`config.mk`:
```
export PLATFORM = sky130hd
export DESIGN_NAME = mem_access_stage
export DESIGN_NICKNAME = d
export VERILOG_FILES = /design/src/rtl/mem_access_stage.sv
export SDC_FILE = /design/constraint.sdc
export NUM_CORES = 1
export LEC_CHECK = 0
export CORE_AREA = 8 8 235 237
export DETAILED_ROUTE_END_ITERATION = 12
export DIE_AREA = 0 0 243 245
export PLACE_DENSITY_LB_ADDON = 0.25
export SLEW_MARGIN = 20
export SYNTH_ARGS = -nofsm -noshare
export SYNTH_HDL_FRONTEND = slang
export SYNTH_SLANG_ARGS = --single-unit
```
`constraint.sdc`:
```
create_clock -name clk -period 6.14 [get_ports clk]
set_clock_uncertainty 0.05 [all_clocks]
set_input_delay 1.228 -clock clk [delete_from_list [all_inputs] [get_ports clk]]
set_output_delay 1.228 -clock clk [all_outputs]
set_load 0.005 [all_outputs]
```
`src/rtl/mem_access_stage.sv`:
```
// Memory-access stage: issues D-cache requests, stalls upstream while an
// access is in flight, extracts load data and registers the MEM/WB bundle.
module mem_access_stage #(
  parameter int BUS_DATA_WIDTH = 64
) (
  input  logic                      clk,
  input  logic                      reset_n,
  input  logic [BUS_DATA_WIDTH-1:0] inResult,
  input  logic [BUS_DATA_WIDTH-1:0] inDataReg2,
  input  logic                      inMemRead,
  input  logic                      inMemWrite,
  input  logic [2:0]                inLoadType,
  input  logic [1:0]                inStoreType,
  input  logic                      inRegWrite,
  input  logic                      inMemOrReg,
  input  logic                      inEcall,
  input  logic [4:0]                inDestRegister,
  input  logic [BUS_DATA_WIDTH-1:0] inPc,
  input  logic                      in_stall_from_icache,
  output logic                      outReqValid,
  input  logic                      inReqReady,
  output logic [BUS_DATA_WIDTH-1:0] outReqAddr,
  output logic                      outReqWrite,
  output logic [BUS_DATA_WIDTH-1:0] outReqWdata,
  output logic [7:0]                outReqWstrb,
  input  logic                      inRespValid,
  input  logic [BUS_DATA_WIDTH-1:0] inRespData,
  output logic                      out_stall_from_dcache,
  output logic                      outRegWrite,
  output logic                      outMemOrReg,
  output logic                      outEcall,
  output logic                      outMisaligned,
  output logic [4:0]                outDestRegister,
  output logic [BUS_DATA_WIDTH-1:0] outAluResult,
  output logic [BUS_DATA_WIDTH-1:0] outMemData,
  output logic [BUS_DATA_WIDTH-1:0] outPc
);

  localparam int W = BUS_DATA_WIDTH;

  typedef enum logic [1:0] {
    S_IDLE,
    S_WAIT,
    S_DONE
  } state_e;

  state_e state_q, state_d;
  logic [W-1:0] hold_q, hold_d;

  logic         mem_op;
  logic         mis;
  logic         op_ok;
  logic [2:0]   off;
  logic [1:0]   size;
  logic         uns;
  logic [W-1:0] shifted;
  logic [W-1:0] ld_ext;
  logic         mwb_en;

  assign mem_op = inMemRead | inMemWrite;
  assign off    = inResult[2:0];
  // loads win over stores when both flags are set
  assign size   = inMemRead ? inLoadType[1:0] : inStoreType;

  always_comb begin
    mis = 1'b0;
    case (size)
      2'd0: mis = 1'b0;
      2'd1: mis = off[0];
      2'd2: mis = |off[1:0];
      2'd3: mis = |off;
      default: mis = 1'b0;
    endcase
    mis = mis & mem_op;
  end

  assign op_ok = mem_op & ~mis;

  assign outReqAddr  = {inResult[W-1:3], 3'b000};
  assign outReqWrite = inMemWrite & ~inMemRead;
  assign outReqValid = op_ok & (state_q == S_IDLE);

  assign out_stall_from_dcache = op_ok & (state_q != S_DONE);

  always_comb begin
    outReqWdata = inDataReg2;
    outReqWstrb = 8'h00;
    case (inStoreType)
      2'd0: begin
        outReqWdata = {8{inDataReg2[7:0]}};
        outReqWstrb = 8'h01 << off;
      end
      2'd1: begin
        outReqWdata = {4{inDataReg2[15:0]}};
        outReqWstrb = 8'h03 << off;
      end
      2'd2: begin
        outReqWdata = {2{inDataReg2[31:0]}};
        outReqWstrb = 8'h0F << off;
      end
      default: begin
        outReqWdata = inDataReg2;
        outReqWstrb = 8'hFF;
      end
    endcase
    if (!outReqWrite) outReqWstrb = 8'h00;
  end

  assign shifted = inRespData >> {off, 3'b000};
  assign uns     = inLoadType[2];

  always_comb begin
    ld_ext = shifted;
    case (inLoadType[1:0])
      2'd0: ld_ext = {{(W-8){~uns & shifted[7]}}, shifted[7:0]};
      2'd1: ld_ext = {{(W-16){~uns & shifted[15]}}, shifted[15:0]};
      2'd2: ld_ext = {{(W-32){~uns & shifted[31]}}, shifted[31:0]};
      default: ld_ext = shifted;
    endcase
  end

  always_comb begin
    state_d = state_q;
    hold_d  = hold_q;
    unique case (state_q)
      S_IDLE: if (op_ok && inReqReady) state_d = S_WAIT;
      S_WAIT: begin
        if (inRespValid) begin
          hold_d  = ld_ext;
          state_d = S_DONE;
        end
      end
      S_DONE: if (!in_stall_from_icache) state_d = S_IDLE;
      default: state_d = S_IDLE;
    endcase
  end

  always_ff @(posedge clk or negedge reset_n) begin
    if (!reset_n) begin
      state_q <= S_IDLE;
      hold_q  <= '0;
    end else begin
      state_q <= state_d;
      hold_q  <= hold_d;
    end
  end

  assign mwb_en = ~in_stall_from_icache & ~out_stall_from_dcache;

  always_ff @(posedge clk or negedge reset_n) begin
    if (!reset_n) begin
      outRegWrite     <= 1'b0;
      outMemOrReg     <= 1'b0;
      outEcall        <= 1'b0;
      outMisaligned   <= 1'b0;
      outDestRegister <= '0;
      outAluResult    <= '0;
      outMemData      <= '0;
      outPc           <= '0;
    end else if (mwb_en) begin
      outRegWrite     <= inRegWrite & ~mis;
      outMemOrReg     <= inMemOrReg;
      outEcall        <= inEcall;
      outMisaligned   <= mis;
      outDestRegister <= inDestRegister;
      outAluResult    <= inResult;
      outMemData      <= (inMemRead & ~mis) ? hold_q : '0;
      outPc           <= inPc;
    end
  end

endmodule

```
==> results.yml, run 1 <==
timing:
  rsz0062_at_grt: "false"
  relSlewSlack_pct: 37.88
  final.setup.tns_ps: 0
  tightest_slew_ps: 931.9
  fin_crit_sh_pct: 85.73
  setup_viol: 0
  fmax_mhz: 190.0
  drv_slew: 0
  fin_crit_ps: 5264
  final-hold-violation-count: 0
detailed_routing:
  wl_per_cell_um: 25.52
  vias: 11780
  ant_nets: 0
  drt-pass1-iter-count: 5
  vias_per_cell: 4.827
  drc_errors: 0
  drtIter0Drc: 571
  wl_um: 62290
synth:
  synth.largest_area_cell: "dfrtp_1"
  synthCells: 1217
  synthFlopType: "dfrtp_1"
  yosys-top-cells-area: "dfrtp_1 48%, mux2_4 8.8%, mux2_2 6.0%"
  netlist_area_mm2: 0.01378
  yosysUniqueCellTypes: 52
  yosys_register_bits: 267
  synth_top_area_share_pct: 48.49
  ys_async_sr_fraction_pct: 100.0
  ys_seq_area_share_pct: 48.49
  synth_edf_count: 0
  synth.avg_cell_area_um2: 11.32
  ys_warn_count: 0
critical_path:
  cp-start-kind: "input pin"
  cp.arrival_ps: 3990
  cp.required_ps: 4860
  worstSetupPathType: "in -> out"
  end_kind: "output port"
  crit_start: "inStoreType[1]"
  r2r_start: "state_q[1]$_DFFE_PN0P_"
  crit_fanout: 11
final_layout:
  mostFrequentLayoutCells: "608 x clkdlybuf4s50_1, 267 x dfrtp_1, 99 x nand2_1"
  areaGrowthSynthToFinish_pct: 53.48
  fillCellCount: 5053
  stdcell_area_mm2: 0.02115
  drive_gt1_share_pct: 15.09
  final_nets: 2008
  final_common_cell: "clkdlybuf4s50_1"
clocking:
  root_buffer: "clkbuf_16"
  clk_pin_slew_ps: 60
  cts_setup_buffers: 0
  cts_made_buffers: 34
  clk_path_buf_depth: 3
  worstSkewPairLatency_ps: 530
  cts_resized: 0
  htree_levels: 2
  cts_tree: "yes"
  cts.sinks: 267
  ctsHoldBuffers: 0
run_status:
  status: "finished, final reports clean"
pwr:
  leakage_nw: 8.787
  peakVddDrop_mv: 0.1629
  p_per_area_mw_per_mm2: 304.0
floorplanning:
  rows: 84
  die_x_um: 243
  ioPinCount: 616
  die_h_um: 245
  initial_core_util_pct: 26.65
  die_area_mm2: 0.05954
  core_mm2: 0.05171
grt:
  grt_antenna_before_repair: 18
  grt_pass1_vias: 12590
  grt_max_degree: 121
  track_usage_pct: 20.13
  grt-ovfl-total: 0
  grt_pass1_wl_um: 90090
placed_design:
  portBuffers: 612
  place_area_mm2: 0.01999
  gp_routability_congestion: 0.8498
  dp_hpwl_um: 49350
flow_run:
  cap_viol_max_count: 0
min_path:
  hp-class: "reg -> reg"
  min-delay-start: "hold_q[4]$_DFFE_PN0P_"
## critical path: stages
cell and delay, ps:
clkdlybuf4s50_1 550, inv_1 150, ha_1 450, or2_2 300
nor2_1 60, nor2_1 510, a22o_1 230, clkdlybuf4s50_1 520
## power by group
part / total [mW] / switching (mW) / internal [mW]
logic: 1.91 / 0.761 / 1.14
registers: 2.47 / 0.263 / 2.21
clock network: 2.05 / 0.774 / 1.28
total: 6.43 / 1.80 / 4.63
## Yosys cell counts, drive strengths merged (2+ instances only)
library cell,instances
o2bb2ai,8
o22a,7
a32oi,3
mux2,155
nand2,99
a22o,72
and3b,2
inv,24
clkbuf,48
a211oi,8
o21ai,33
nand2b,6
nor4,2
o211ai,2
o22ai,15
mux2i,41
or2,4
a21o,3
and3,8
mux4,14
a221oi,3
a31oi,57
o21a,2
nand3,9
a21boi,8
buf,121
a22oi,15
nor2b,12
nor2,88
ha,6
dfrtp,267
a21oi,63
## cell families (layout without fill, tap and decap cells)
| family | Yosys count | count (layout) | synth area share, % |
|---|---|---|---|
| AND/OR/NAND/NOR | 235 | 235 | 7.301 |
| buffers and inverters | 193 | 723 | 8.254 |
| AO/OA/AOI/OAI | 305 | 305 | 15.25 |
| other | 1 | 7 | 0.02721 |
| adder cells (fa/ha/maj) | 6 | 6 | 0.5448 |
| flip-flops | 267 | 267 | 48.49 |
| multiplexers | 210 | 210 | 20.14 |
## layer usage
metal  track usage, %  wire length [um]  vias up
met3            9.500              6809      109
met2            35.50             31140      541
met4            5.448              1594       30
met1            21.45             22540     5765
li1                 -                 -     5338
met5                0               207        -
## cell type report
type                       instances  area [um^2]  area share [%]
clock inverter                     9        127.6          0.6034
timing repair buffer             640         6366           30.10
antenna                            4        10.01         0.04733
tap                              688        860.8           4.070
clock buffer                      50         1022           4.833
multi-input combinational        759         5991           28.33
sequential                       267         6681           31.59
inverter                          24        90.09          0.4260
## final timing paths
path / end / slack [ps] / cells after the start
min: outMemData[4]$_DFFE_PN0P_ / 440 / 1
min in group asynchronous: outAluResult[57]$_DFFE_PN0P_ / 640 / 1
max: outReqWdata[38] / 880 / 8
max in group asynchronous: hold_q[4]$_DFFE_PN0P_ / 4060 / 2
min reg2reg: outMemData[4]$_DFFE_PN0P_ / 440 / 1
max reg2reg: outPc[63]$_DFFE_PN0P_ / 3590 / 5
## flip-flops by register name (all words and copies together) (netlist names)
| signal | count |
|---|---|
| hold_q | 64 |
| outAluResult | 64 |
| outMemData | 64 |
| outPc | 64 |
| outDestRegister | 5 |
| state_q | 2 |
| outEcall | 1 |
| outMemOrReg | 1 |
| outMisaligned | 1 |
| outRegWrite | 1 |
## per-stage QoR
step	setup slack, ps	power (mW)	hold WS, ps	std cells	util, %
4_1_cts	800.7	6.541	440.2	2437	40.88
6_report	876.4	6.430	438.5	2441	40.90
3_3_place_gp	859.1	4.406	423.7	2378	38.66
3_5_place_dp	811.8	4.435	426.9	2378	38.66
2_1_floorplan	2000	3.299	398.7	1219	-
5_1_grt	641.7	6.780	455.2	2437	40.88
(Power assumes the default switching activity.)
==> inputs of run 2 (changes only) <==
- CAP_MARGIN: default -> 30
- REMOVE_ABC_BUFFERS: default -> 1
==> run 2 against run 1 <==
Compared with the run above: worst hold slack is essentially flat; critical endpoint is now outReqWdata[35]; non-clock buffer count grew 5; sequential cell count is the same; sequential power is essentially flat.
==> results.yml, run 2 (synthesized netlist as in run 1, its figures left out) <==
run_status:
  status: "finished, final reports clean"
placed_design:
  portBuffers: 612
  gp_routability_congestion: 0.8420
  dp.cells: 2383
  dp_hpwl_um: 48270
min_path:
  min-delay-start: "hold_q[23]$_DFFE_PN0P_"
  hold-path-cell-count: 1
  min_to: "outMemData[23]$_DFFE_PN0P_"
  hp-class: "reg -> reg"
critical_path:
  regToRegEndpoint: "outPc[24]$_DFFE_PN0P_"
  cp.required_ps: 4860
  crit_slowest_cell: "clkdlybuf4s50_1"
  end_kind: "output port"
  cp_num_cells: 7
  reg2reg_slack_ps: 3780
  cp_top_family: "buffers and inverters"
  cp_num_buf_inv: 2
  r2r_start: "state_q[1]$_DFFE_PN0P_"
  cp-start-kind: "input pin"
  reg2reg_depth: 5
  crit_chain: "clkdlybuf4s50_1, ha_1, or2_2, nor2_1, nor2_1, a22o_1, clkdlybuf4s50_1"
  worstSetupPathType: "in -> out"
  cp.arrival_ps: 4060
  max_stage_delay_ps: 590
  crit_fanout: 11
final_layout:
  areaGrowthSynthToFinish_pct: 53.61
  fillCellCount: 4957
  mostFrequentLayoutCells: "608 x clkdlybuf4s50_1, 267 x dfrtp_1, 99 x nand2_1"
  final_nets: 2010
  final_util_pct: 40.93
  stdcell_count: 2444
  final_common_cell: "clkdlybuf4s50_1"
  drive_gt1_share_pct: 15.52
clocking:
  clk_pin_slew_ps: 60
  ctsHoldBuffers: 0
  cts_tree: "yes"
  clk_path_buf_depth: 3
  cts_setup_buffers: 0
  root_buffer: "clkbuf_16"
  cts_resized: 0
  cts.sinks: 267
  htree_levels: 1
  cts_made_buffers: 31
  worstSkewPairLatency_ps: 590
floorplanning:
  die_x_um: 243
  initial_core_util_pct: 26.65
  core_mm2: 0.05171
  die_h_um: 245
  ioPinCount: 616
  rows: 84
  die_area_mm2: 0.05954
detailed_routing:
  drt-pass1-iter-count: 5
  vias: 11760
  vias_per_cell: 4.810
  wl_per_cell_um: 25.43
  wl_um: 62160
  ant_nets: 0
  drtIter0Drc: 679
  drc_errors: 0
grt:
  grt_antenna_before_repair: 9
  grt_max_degree: 104
  grt_pass1_wl_um: 89050
  track_usage_pct: 19.85
  grt-ovfl-total: 0
  grt_pass1_vias: 12340
timing:
  relSlewSlack_pct: 38.49
  setup_viol: 0
  fmax_mhz: 187.4
  holdWs_ps: 438.1
  fin_crit_ps: 5337
  rsz0062_at_grt: "false"
  tightest_slew_ps: 922.6
  drv_slew: 0
  final-hold-violation-count: 0
  fin_crit_sh_pct: 86.93
flow_run:
  cap_viol_max_count: 0
pwr:
  peakVddDrop_mv: 0.2322
  p_per_area_mw_per_mm2: 301.1
  leakage_nw: 8.795
==> run 2: final cells by class <==
type	instances	area, um^2	area share, %
Multi-Input combinational cell	759	6002	28.36
Antenna cell	3	7.507	0.03547
Sequential cell	267	6681	31.57
Clock inverter	17	242.7	1.147
Tap cell	688	860.8	4.067
Inverter	24	90.09	0.4256
Timing Repair Buffer	645	6419	30.32
Clock buffer	41	863.3	4.079
==> run 2: power by group <==
| group | switching, mW | total [mW] | internal, mW | leakage, nW |
|---|---|---|---|---|
| combinational | 0.771 | 1.92 | 1.15 | 5.00 |
| sequential | 0.254 | 2.46 | 2.21 | 3.25 |
| clock | 0.787 | 1.99 | 1.21 | 0.545 |
==> run 2: per-stage QoR <==
stage          worst slack [ps]  area, um^2  TNS, ps  power, mW
2_1_floorplan             -1292       12740  -163990      3.255
3_3_place_gp              799.1       20020        0      4.407
3_5_place_dp              737.0       20050        0      4.439
4_1_cts                   724.5       21160        0      6.476
5_1_grt                   620.7       21160        0      6.719
6_report                  802.7       21170        0      6.373
==> run 2: how the worst max path moves through the flow <==
stage / startpoint / endpoint / slack [ps]
6_report: inStoreType[0] / outReqWdata[35] / 800
2_1_floorplan: inMemWrite / outAluResult[63]$_DFFE_PN0P_ / -1290
5_1_grt: inStoreType[0] / outReqWdata[35] / 620
3_3_place_gp: inStoreType[0] / outReqWdata[35] / 800
4_1_cts: inStoreType[0] / outReqWdata[35] / 720
3_5_place_dp: inStoreType[0] / outReqWdata[35] / 740
==> run 2: metal layers <==
| metal | up-vias | share of wire, % | GRT usage [%] |
|---|---|---|---|
| met5 | - | 0.13 | 0 |
| met4 | 12 | 2.9 | 5.730 |
| met3 | 97 | 9.2 | 7.152 |
| met2 | 513 | 51 | 35.74 |
| met1 | 5775 | 37 | 21.80 |
| li1 | 5358 | - | - |
==> inputs of run 3 (changes only) <==
- ABC_AREA: default -> 1
- ABC_CLOCK_PERIOD_IN_PS: default -> 6140
- CORE_AREA: 8 8 235 237 -> 8 8 233 235
- DIE_AREA: 0 0 243 245 -> 0 0 241 243
- DONT_BUFFER_PORTS: default -> 1
==> run 3 against run 2 <==
Compared with the run above: clock-buffer cell count up 5; final cell count rose by 3.1%; final area decreased by 28%; sequential share of layout area up 12 points; wire length decreased by 0.83%; global-route usage grew 0.15 points; non-clock buffer count fell by 633; critical endpoint is now outReqWdata[39]; synthesized cell count up 61%; highest routed layer unchanged; largest cell class unchanged.
==> results.yml, run 3 <==
run_status:
  status: "finished, final reports clean"
synth:
  yosys-top-cells-area: "dfrtp_1 47%, nand2_1 23%, buf_4 5.2%"
  yosys_register_bits: 267
  synth_edf_count: 0
  netlist_area_mm2: 0.01435
  ys_seq_area_share_pct: 46.56
  yosysMostFrequentCell: "nand2_1"
  ys_async_sr_fraction_pct: 100.0
  synth.avg_cell_area_um2: 7.340
  synthFlopType: "dfrtp_1"
  synthCells: 1955
  netlist_top_cells_count: "862 x nand2_1, 267 x dfrtp_1, 141 x nand3_1"
  synth.largest_area_cell: "dfrtp_1"
  yosysUniqueCellTypes: 36
  synth_top_area_share_pct: 46.56
  ys_warn_count: 0
critical_path:
  reg2reg_slack_ps: 3670
  worstSetupPathType: "in -> out"
  cp_top_family: "simple AND/OR/NAND/NOR gates"
  cp.required_ps: 4860
  regToRegEndpoint: "outMemOrReg$_DFFE_PN0P_"
  r2r_start: "state_q[0]$_DFFE_PN0P_"
  crit_slowest_cell: "nor2_1"
  crit_chain: "inv_1, ha_1, or2_2, nor2_1, o21ai_0"
  cp.arrival_ps: 3130
  end_kind: "output port"
  cp-start-kind: "input pin"
  reg2reg_depth: 9
  cp_num_buf_inv: 1
  max_stage_delay_ps: 820
  crit_fanout: 9
flow_run:
  cap_viol_max_count: 0
timing:
  relSlewSlack_pct: 30.57
  fmax_mhz: 226.8
  fin_crit_sh_pct: 71.80
  tightest_slew_ps: 1041
  setup_viol: 0
  fin_crit_ps: 4408
  rsz0062_at_grt: "false"
  drv_slew: 0
  final-hold-violation-count: 0
  final.setup.tns_ps: 0
detailed_routing:
  ant_nets: 0
  wl_um: 61640
  drtIter0Drc: 812
  vias_per_cell: 4.931
  drc_errors: 0
  drt-pass1-iter-count: 5
  vias: 12430
  wl_per_cell_um: 24.46
clocking:
  clk_path_buf_depth: 3
  cts_made_buffers: 34
  cts_resized: 0
  htree_levels: 2
  cts.sinks: 267
  clk_pin_slew_ps: 60
  cts_tree: "yes"
  cts_setup_buffers: 0
  worstSkewPairLatency_ps: 530
  ctsHoldBuffers: 0
  root_buffer: "clkbuf_16"
min_path:
  hp-class: "in -> async"
final_layout:
  final_nets: 2091
  final_util_pct: 30.23
  drive_gt1_share_pct: 7.747
  areaGrowthSynthToFinish_pct: 6.748
  fillCellCount: 5628
  mostFrequentLayoutCells: "861 x nand2_1, 267 x dfrtp_1, 141 x nand3_1"
  final_common_cell: "nand2_1"
grt:
  grt_pass1_vias: 12430
  grt-ovfl-total: 0
  grt_antenna_before_repair: 10
  grt_pass1_wl_um: 87010
  track_usage_pct: 20.00
  grt_max_degree: 268
floorplanning:
  ioPinCount: 616
  die_area_mm2: 0.05856
  core_mm2: 0.05068
  die_x_um: 241
  rows: 83
  initial_core_util_pct: 28.32
  die_h_um: 243
pwr:
  switchingPower_mw: 1.974
  power_mw: 6.018
  power_frac_clock_pct: 34.6
  p_per_area_mw_per_mm2: 392.9
  sw_frac_of_total_pct: 32.80
  internal-power_mw: 4.045
  leakage_nw: 7.608
  peakVddDrop_mv: 0.1505
  combPwrFrac_pct: 19.1
  p_seq_share_pct: 46.3
placed_design:
  portBuffers: 0
  gp_routability_congestion: 0.9064
  dp_hpwl_um: 45840
run 3: power by group through the flow:
stage	clock, mW	sequential (mW)	combinational, mW
after floorplan	0	2.60	0.921
after global placement	0	2.84	1.15
after global routing	2.21	2.86	1.35
after detailed placement	0	2.84	1.17
after CTS	2.15	2.81	1.18
final	2.08	2.79	1.15
run 3: area by class of cell:
| class | count | area [um^2] | area share [%] |
|---|---|---|---|
| Inverter | 90 | 340.3 | 2.222 |
| Antenna cell | 7 | 17.52 | 0.1144 |
| Clock buffer | 46 | 987.2 | 6.445 |
| Clock inverter | 14 | 166.4 | 1.086 |
| Multi-Input combinational cell | 1404 | 6160 | 40.21 |
| Sequential cell | 267 | 6681 | 43.62 |
| Tap cell | 680 | 850.8 | 5.554 |
| Timing Repair Buffer | 12 | 115.1 | 0.7514 |
run 3: worst max-delay path by stage:
stage | start | slack [ps] | cells past startpoint | to
2_1_floorplan | inRespValid | 1200 | 5 | hold_q[0]$_DFFE_PN0P_
3_3_place_gp | inStoreType[0] | 1770 | 5 | outReqWdata[39]
3_5_place_dp | inStoreType[0] | 1740 | 5 | outReqWdata[39]
4_1_cts | inStoreType[0] | 1730 | 5 | outReqWdata[39]
5_1_grt | inStoreType[0] | 1730 | 5 | outReqWdata[39]
6_report | inStoreType[0] | 1730 | 5 | outReqWdata[39]
run 3: cell families (layout without fill, tap and decap cells):
kind of cell / count (synthesis) / in the layout / share of synthesized area [%]
compound gates: 224 / 224 / 8.754
other cells: 1 / 10 / 0.02613
buf+inv: 286 / 162 / 10.71
simple gates: 1171 / 1171 / 33.43
flops: 267 / 267 / 46.56
fa+ha+maj: 6 / 6 / 0.5231
run 3: worst reg2reg max path, stage by stage, from the launching register on:
cell	delay (ps)
dfrtp_1	380
inv_2	90
nand2_1	80
nand4_2	170
nand2_8	210
inv_4	530
buf_12	300
buf_4	430
nand2_1	110
nand2_1	80
run 3: per-stage QoR:
stage                     hold slack [ps]  setup slack (ps)  cell area [um^2]  cells
after global routing                309.2              1730             15320   2519
final                               346.1              1732             15320   2520
after global placement              421.9              1772             14130   2452
after floorplan                     399.5              1203             13160   1761
after detailed placement            415.7              1737             14150   2453
after CTS                           303.8              1731             15300   2513
run 3: layer usage:
metal / wire, um / up-vias / GRT usage (%)
met3: 7863 / 87 / 9.292
met5: 25 / - / 0
met2: 30770 / 606 / 35.59
met4: 2032 / 4 / 7.485
met1: 20950 / 5914 / 20.07
li1: - / 5816 / -
